`config.mk`:
```
export PLATFORM = sky130hd
export DESIGN_NAME = mul_div_unit
export DESIGN_NICKNAME = d
export VERILOG_FILES = /design/src/rtl/mul_div_unit_pkg.sv /design/src/rtl/mul_div_unit_sign_fix.sv /design/src/rtl/mul_div_unit.sv
export SDC_FILE = /design/constraint.sdc
export NUM_CORES = 1
export LEC_CHECK = 0
export ABC_AREA = 1
export CAP_MARGIN = 20
export CORE_AREA = 2 2 159 317
export CTS_CLUSTER_DIAMETER = 150
export DETAILED_ROUTE_END_ITERATION = 16
export DIE_AREA = 0 0 161 319
export GPL_TIMING_DRIVEN = 0
export PLACE_DENSITY = 0.62
export SLEW_MARGIN = 40
export SYNTH_ARGS = -nofsm -noshare
export SYNTH_HDL_FRONTEND = slang
export SYNTH_SLANG_ARGS = --single-unit
```
`constraint.sdc`:
```
create_clock -name clk -period 2.5 [get_ports clk]
set_clock_uncertainty 0.05 [all_clocks]
set_input_delay 0.5 -clock clk [delete_from_list [all_inputs] [get_ports clk]]
set_output_delay 0.5 -clock clk [all_outputs]
set_load 0.005 [all_outputs]
```
`src/rtl/mul_div_unit_pkg.sv`:
```
// mul_div_unit_pkg: RV32M op/state encodings, special-case constants and signedness helpers
package mul_div_unit_pkg;
  typedef enum logic [2:0] {
    OP_MUL, OP_MULH, OP_MULHSU, OP_MULHU, OP_DIV, OP_DIVU, OP_REM, OP_REMU
  } op_e;
  typedef enum logic [2:0] {S_IDLE, S_MUL, S_DIV, S_FIX, S_DONE} state_e;
  localparam logic [31:0] ALL_ONES = 32'hFFFF_FFFF;
  localparam logic [31:0] INT_MIN  = 32'h8000_0000;
  function automatic logic a_signed(input logic [2:0] op);
    return op inside {OP_MULH, OP_MULHSU, OP_DIV, OP_REM};
  endfunction
  function automatic logic b_signed(input logic [2:0] op);
    return op inside {OP_MULH, OP_DIV, OP_REM};
  endfunction
endpackage

```
`src/rtl/mul_div_unit_sign_fix.sv`:
```
// mul_div_unit_sign_fix: conditional 64-bit negate followed by high/low half select
module mul_div_unit_sign_fix (
  input  logic [63:0] val,
  input  logic        neg,
  input  logic        hi,
  output logic [31:0] res
);
  logic [63:0] fixed;
  assign fixed = neg ? -val : val;
  assign res   = hi ? fixed[63:32] : fixed[31:0];
endmodule

```
`src/rtl/mul_div_unit.sv`:
```
// mul_div_unit: bit-serial RV32M multiply/divide with valid/ready request and response ports
module mul_div_unit
  import mul_div_unit_pkg::*;
(
  input  logic        clk,
  input  logic        rst_n,
  input  logic        in_valid,
  output logic        in_ready,
  input  logic [2:0]  op,
  input  logic [31:0] a,
  input  logic [31:0] b,
  input  logic        flush,
  output logic        out_valid,
  input  logic        out_ready,
  output logic [31:0] result
);
  state_e      state;
  op_e         op_q;
  logic [63:0] acc;
  logic [31:0] opd_b;
  logic [5:0]  cnt;
  logic        neg_q, neg_a;
  logic        sa, sb, div0, ovf, ge, is_rem;
  logic [31:0] abs_a, abs_b, spec_res, fix_res;
  logic [32:0] mul_sum, rem_sh;
  assign sa       = a_signed(op) & a[31];
  assign sb       = b_signed(op) & b[31];
  assign abs_a    = sa ? -a : a;
  assign abs_b    = sb ? -b : b;
  assign div0     = op[2] && b == '0;
  assign ovf      = op[2] && !op[0] && a == INT_MIN && b == ALL_ONES;
  assign spec_res = div0 ? (op[1] ? a : ALL_ONES) : (op[1] ? '0 : INT_MIN);
  assign mul_sum  = {1'b0, acc[63:32]} + {1'b0, opd_b};
  // Divide: acc holds remainder:dividend, the dividend half fills with quotient bits.
  assign rem_sh   = acc[63:31];
  assign ge       = rem_sh >= {1'b0, opd_b};
  assign is_rem   = op_q[2] & op_q[1];
  assign in_ready  = state == S_IDLE;
  assign out_valid = state == S_DONE;
  mul_div_unit_sign_fix u_fix (
    .val(op_q[2] ? {32'b0, is_rem ? acc[63:32] : acc[31:0]} : acc),
    .neg(is_rem ? neg_a : neg_q),
    .hi (!op_q[2] && op_q != OP_MUL),
    .res(fix_res)
  );
  always_ff @(posedge clk or negedge rst_n) begin
    if (!rst_n) begin
      state  <= S_IDLE;
      op_q   <= OP_MUL;
      acc    <= '0;
      opd_b  <= '0;
      cnt    <= '0;
      neg_q  <= 1'b0;
      neg_a  <= 1'b0;
      result <= '0;
    end else if (flush) begin
      state <= S_IDLE;
    end else begin
      case (state)
        S_IDLE: if (in_valid) begin
          op_q  <= op_e'(op);
          acc   <= {32'b0, abs_a};
          opd_b <= abs_b;
          neg_q <= sa ^ sb;
          neg_a <= sa;
          cnt   <= 6'd32;
          if (div0 || ovf) result <= spec_res;
          state <= (div0 || ovf) ? S_DONE : (op[2] ? S_DIV : S_MUL);
        end
        S_MUL: begin
          acc   <= {acc[0] ? mul_sum : {1'b0, acc[63:32]}, acc[31:1]};
          cnt   <= cnt - 6'd1;
          state <= cnt == 6'd1 ? S_FIX : S_MUL;
        end
        S_DIV: begin
          acc   <= {ge ? rem_sh[31:0] - opd_b : rem_sh[31:0], acc[30:0], ge};
          cnt   <= cnt - 6'd1;
          state <= cnt == 6'd1 ? S_FIX : S_DIV;
        end
        S_FIX: begin
          result <= fix_res;
          state  <= S_DONE;
        end
        S_DONE: if (out_ready) state <= S_IDLE;
        default: state <= S_IDLE;
      endcase
    end
  end
endmodule

```
==> out/summary.txt, run 1 <==
Total GRT Usage: 34.9%
Antenna Nets Post-Route: 0
Die ar.: 51400 µm²
Vias in the first global route: 21100
CP Class: flop to flop
Filler cells: 5244
Max Freq: 378 MHz
Antenna violations before repair: 0
Rows: 115
Total routed wirelength: 92.6 mm
PwrDens: 1480 nW/µm²
Vias: 22600
First-pass GRT wire length: 133 mm
Drt drc: 0
Root Driver: clkbuf_16
Pint: 14.5 mW
Commonest non-fill, non-tap cell in the layout: nand2_1
Placed insts: 3722
Slew headroom: 36.8%
Synth Flop Type: dfrtp_1
Register area: 3620 µm²
1st-iter DRT viols: 2449
CP Data Arrival Time: 3.00 ns
RSZ-0062 raised after global routing: true
CTS clk-pin slew, worst paths: 0.07 ns
I/O pins: 106
Dpl ws: -1.62 ns
Pin count of the biggest net entering global routing: 71
Peak supply drop: 0.750 mV
CP Capture Type: flop
Post-Syn Instances: 2972
DR WL/cell: 23.7 µm
Clk Latency, worst-skew pair: 0.46 ns
Comb power frac: 78.5%
Ant diodes: 0
Clk pwr share: 8.0%
Layout area overhead: 41.1%
Yosys reg bits: 142
Mapped Nets: 3116
# clock sinks: 142
Critical Path Source: acc[33]
Drt first pass iters: 6
Post-synth EDFFs: 0
Register share of total power: 13.6%
Violated checks: negative setup slack
Worst-margin pin slew: 0.948 ns
Switching share of power: 59.0%
Tcrit/Tclk final: 106%
Status: finished, violations left
GRT overflow: 0
Async set-reset flop share out of synthesis: 100%
Min-delay src: op[2]
Startpoint Class: flop
Max Cap Violations: 0
Crit path time final: 2.65 ns
Leak: 11.1 nW
Height of the chip: 319 µm
Initial core utilization: 34.7%
Final setup violation count: 37
Hold WS: 0.399 ns
Drt via density: 5.78
# nets final: 3402
Post-synthesis cell area: 17000 µm²
Final hold vios: 0
YS warnings: 0
H-tree depth: 4
Die width: 161 µm
CTS tree: done
R2R Path Start: acc[33]
Commonest cells after routing, fill and taps aside: 744 x nand2_1, 304 x inv_1, 263 x nand3_1
HP Class: input port to flop
Syn avg cell area: 5.70 µm²
Buffers on Ports: 105
Routability Congestion: 1.07
Library cells used by synthesis: 53
Share of post-route cells with drive strength above 1: 27.1%
Clock buffer depth: 2
Finished Layout Cells: 3913
Post-synthesis sequential area ratio: 21.0%
Req. time, crit path: 2.86 ns
Core area: 48900 µm²
PnR worst setup slack: -0.146 ns
Slew Viols, Final: 0
Area of the multi-input gates: 14200 µm²
Worst-path fanout max: 5
Switching pwr: 20.8 mW
TritonCTS buffer count: 17
Hpwl dp: 72.6 mm
path summary, 6_finish.rpt:
path / cells after the start / endpoint / slack, ns
hold reg to reg: 2 / result[3] / 0.43
max in group asynchronous: 4 / result[10] / 1.00
setup / recovery: 15 / result[0] / -0.15
setup reg to reg: 15 / result[0] / -0.15
min in group asynchronous: 2 / acc[52] / 0.41
hold / removal: 3 / op_q[2] / 0.40
cell usage after synthesis (all sizes together), types with 4 or more instances:
cell type / count / area, µm²
nand4: 44 / 275
a32oi: 4 / 35.0
o21ai: 194 / 1000
ha: 70 / 876
a21o: 5 / 37.5
dfrtp: 142 / 3550
clkbuf: 59 / 221
nor3: 43 / 230
a221oi: 19 / 166
a21boi: 13 / 97.6
clkinv: 5 / 18.8
a21oi: 202 / 1010
a31oi: 12 / 75.1
o21bai: 6 / 45.0
inv: 352 / 1320
xnor2: 21 / 184
nand3: 346 / 1740
or2: 9 / 56.3
buf: 49 / 280
a22oi: 27 / 203
o22ai: 14 / 87.6
nor4: 6 / 37.5
nand2: 913 / 3450
nor2: 349 / 1380
xor2: 20 / 175
o31ai: 4 / 30.0
o211ai: 5 / 37.5
nand3b: 16 / 120
o21a: 7 / 52.6
state kept, by name, indices dropped and copies added, names as in the netlist:
register / cells
acc: 64
opd_b: 32
state: 3
op_q: 3
neg_q: 1
result: 32
cnt: 6
neg_a: 1
what timing repair did:
action,CTS,global route
hold buffers,1,0
pin swaps,87,116
setup endpoints to repair,117,117
gates resized for setup,517,388
endpoints found under the hold margin,15,0
gates cloned,5,0
buffers inserted,91,65
power groups by stage:
stage	Combinational [mW]	Sequential [mW]	Clock [mW]
after detailed placement	19.6	5.06	0
after CTS	23.8	4.68	2.82
after floorplan	13.0	3.87	0
final	27.7	4.80	2.81
after global placement	19.6	5.06	0
after global routing	29.3	4.81	2.89
cell type report:
cell class	count	area share [%]
Buffer	106	2.94
Clock buffer	18	1.79
Clock inverter	13	0.795
Inverter	357	5.79
Multi-Input combinational cell	2367	59.4
Sequential cell	142	15.1
Tap cell	643	3.36
Timing Repair Buffer	267	10.8
logic make-up after synthesis:
group | Yosys count | synth area share (%)
buffers and inverters | 465 | 10.9
adders and majority gates | 72 | 5.40
AOI/OAI and AO/OA | 521 | 17.4
DFF | 142 | 21.0
xor gates and xnor gates | 41 | 2.12
and+or+nand+nor | 1731 | 43.2
per-stage QoR:
| step | utilization (%) | TNS (ns) | instance area [µm²] | total power, mW |
|---|---|---|---|---|
| 6_report | 48.9 | -2.52 | 23900 | 35.3 |
| 3_5_place_dp | 38.6 | -104.12 | 18900 | 24.7 |
| 3_3_place_gp | 38.5 | -864.84 | 18800 | 24.6 |
| 5_1_grt | 48.9 | -6.08 | 23900 | 37.0 |
| 4_1_cts | 45.3 | -0.816 | 22100 | 31.3 |
| 2_1_floorplan | - | 0 | 17000 | 16.9 |
metal layers:
metal | track usage, % | vias to the layer above | share of wire, %
met5 | 0 | - | 0
met4 | 22.9 | 0 | 8.6
met3 | 4.90 | 367 | 8.6
met2 | 56.7 | 1332 | 45
met1 | 42.8 | 10600 | 38
li1 | - | 10400 | -
critical path, stage by stage (launching register included):
cell and delay [ns]:
dfrtp_4 0.54, buf_4 0.16, buf_6 0.15, o21ai_4 0.20, ha_4 0.18, inv_2 0.05, nor2_4 0.17, buf_12 0.13
nand2_2 0.07, nor2_4 0.12, nand4_1 0.11, nand2_2 0.14, nor2_1 0.05, o21ai_1 0.22, nand2_1 0.14, nand2_1 0.10
Power figures use the tool's default switching activity.
==> inputs of run 2 (changes only) <==
SETUP_SLACK_MARGIN = 0.02   (was not set)
==> run 2 against run 1 <==
Final cell count shrank 0.38%. Via count is 0.97% lower. Critical path type unchanged. The flow still finishes with violations (negative setup slack). Fmax shrank 0.18%. Hold slack better by 0.0028 ns. Critical path depth is 3 higher. Highest routed layer unchanged. Largest cell class unchanged. Sequential share of layout area grew 0.19 points.
==> out/summary.txt, run 2 (synthesis results as in run 1) <==
Worst-path fanout max: 6 (was 5)
Status: finished, violations left (unchanged)
Share of post-route cells with drive strength above 1: 26.0% (was 27.1%)
Total routed wirelength: 92.3 mm (was 92.6 mm)
Max Freq: 377 MHz (was 378 MHz)
RSZ-0062 raised after global routing: true (unchanged)
Finished Cell Area: 23700 µm² (was 23900 µm²)
CP Class: flop to flop (unchanged)
# nets final: 3385 (was 3402)
Biggest register: acc (unchanged)
Placed insts: 3722 (unchanged)
Antenna Nets Post-Route: 0 (unchanged)
Total Power: 35.1 mW (was 35.3 mW)
Root Driver: clkbuf_16 (unchanged)
Top Registers: acc x64, opd_b x32, result x32 (unchanged)
Height of the chip: 319 µm (unchanged)
Number of flip-flops in the largest register: 64 (unchanged)
Core area: 48900 µm² (unchanged)
Initial core utilization: 34.7% (unchanged)
M1 WL: 35.0 mm (was 34.8 mm)
H-tree depth: 4 (unchanged)
HP Class: input port to flop (unchanged)
Die ar.: 51400 µm² (unchanged)
Pin count of the biggest net entering global routing: 71 (unchanged)
Placed cell areas: 18900 µm² (unchanged)
Final setup violation count: 41 (was 37)
1st-iter DRT viols: 2287 (was 2449)
Rows: 115 (unchanged)
Drt via density: 5.75 (was 5.78)
# clock sinks: 142 (unchanged)
Leak: 10.9 nW (was 11.1 nW)
Peak supply drop: 0.726 mV (was 0.750 mV)
PnR worst setup slack: -0.151 ns (was -0.146 ns)
Layout area overhead: 39.5% (was 41.1%)
Worst-margin pin slew: 0.936 ns (was 0.948 ns)
Startpoint Class: flop (unchanged)
CTS tree: done (unchanged)
DR WL/cell: 23.7 µm (about the same)
Met2 wire len: 41.6 mm (was 42.0 mm)
GRT overflow: 0 (unchanged)
Post-Route Setup TNS: -3.06 ns (was -2.52 ns)
First-pass GRT wire length: 133 mm (about the same)
I/O pins: 106 (unchanged)
Met3 WL: 7.85 mm (was 7.93 mm)
Total GRT Usage: 34.9% (about the same)
Slew headroom: 37.6% (was 36.8%)
Max Cap Violations: 0 (unchanged)
Hold WS: 0.402 ns (was 0.399 ns)
Vias in the first global route: 21100 (about the same)
Clock buffer depth: 2 (unchanged)
Drt drc: 0 (unchanged)
Antenna violations before repair: 0 (unchanged)
Req. time, crit path: 2.80 ns (was 2.86 ns)
Final hold vios: 0 (unchanged)
TritonCTS buffer count: 17 (unchanged)
Post-Route Utilization: 48.4% (was 48.9%)
PwrDens: 1480 nW/µm² (about the same)
Dpl ws: -1.62 ns (unchanged)
Finished Layout Cells: 3898 (was 3913)
CP Data Arrival Time: 2.95 ns (was 3.00 ns)
Drt first pass iters: 6 (unchanged)
Buffers on Ports: 105 (unchanged)
CP Capture Type: flop (unchanged)
Commonest cells after routing, fill and taps aside: 756 x nand2_1, 308 x inv_1, 267 x nand3_1 (was 744 x nand2_1, 304 x inv_1, 263 x nand3_1)
Tcrit/Tclk final: 106% (about the same)
Vias: 22400 (was 22600)
Violated checks: negative setup slack (unchanged)
Die width: 161 µm (unchanged)
Routability Congestion: 1.07 (unchanged)
CTS clk-pin slew, worst paths: 0.07 ns (about the same)
Filler cells: 5246 (was 5244)
Top Layer Used: met4 (unchanged)
Crit path time final: 2.65 ns (about the same)
Hpwl dp: 72.6 mm (unchanged)
Slew Viols, Final: 0 (unchanged)
Clk Latency, worst-skew pair: 0.46 ns (about the same)
Commonest non-fill, non-tap cell in the layout: nand2_1 (unchanged)
[run 2: critical path, stage by stage (launching register included)]
cell      delay, ns
dfrtp_4        0.55
buf_4          0.16
buf_6          0.14
o21ai_4        0.18
buf_6          0.15
nand3_4        0.09
nor2_4         0.23
buf_4          0.15
nand2_1        0.08
clkinv_1       0.07
nand2_2        0.09
nand2_4        0.10
nand2_1        0.05
nand3_1        0.06
nand2_1        0.06
clkinv_1       0.08
nand2_2        0.10
nand2_2        0.09
nand2_1        0.05
[run 2: what timing repair did]
action | 4_1_cts | 5_1_grt
pin swaps | 96 | 104
hold endpoints to repair | 15 | 0
setup buffers | 99 | 39
gates cloned | 4 | 1
endpoints found under the setup margin | 119 | 127
gates resized for setup | 552 | 296
hold buffers | 1 | 0
[run 2: cell type report]
cell class / instances / area (µm²) / share of cell area (%)
timing repair buffer: 250 / 2460 / 10.4
clock buffer: 18 / 429 / 1.81
buffer: 107 / 693 / 2.93
tap: 643 / 805 / 3.40
clock inverter: 13 / 190 / 0.804
inverter: 357 / 1400 / 5.90
sequential: 142 / 3630 / 15.3
multi-input combinational: 2366 / 14100 / 59.4
antenna: 2 / 5.00 / 0.0212
[run 2: worst paths after layout]
| check | cells past startpoint | from | end | slack, ns |
|---|---|---|---|---|
| max in group asynchronous | 4 | rst_n | result[16] | 0.99 |
| hold / removal | 3 | op[2] | op_q[2] | 0.40 |
| hold reg to reg | 2 | result[3] | result[3] | 0.43 |
| setup / recovery | 18 | acc[33] | result[31] | -0.15 |
| setup reg to reg | 18 | acc[33] | result[31] | -0.15 |
| min in group asynchronous | 2 | rst_n | acc[52] | 0.41 |
[run 2: power breakdown]
| part | leakage, nW | total, mW | switching, mW | internal, mW |
|---|---|---|---|---|
| sequential | 1.71 | 4.77 | 1.54 | 3.23 |
| combinational | 8.86 | 27.5 | 18.0 | 9.51 |
| clock | 0.300 | 2.81 | 1.14 | 1.67 |
| total | 10.9 | 35.1 | 20.6 | 14.4 |
[run 2: metal layers]
metal	GRT usage, %	vias to the layer above
li1	-	10400
met4	22.8	0
met2	56.6	1310
met5	0	-
met3	5.70	339
met1	42.4	10400
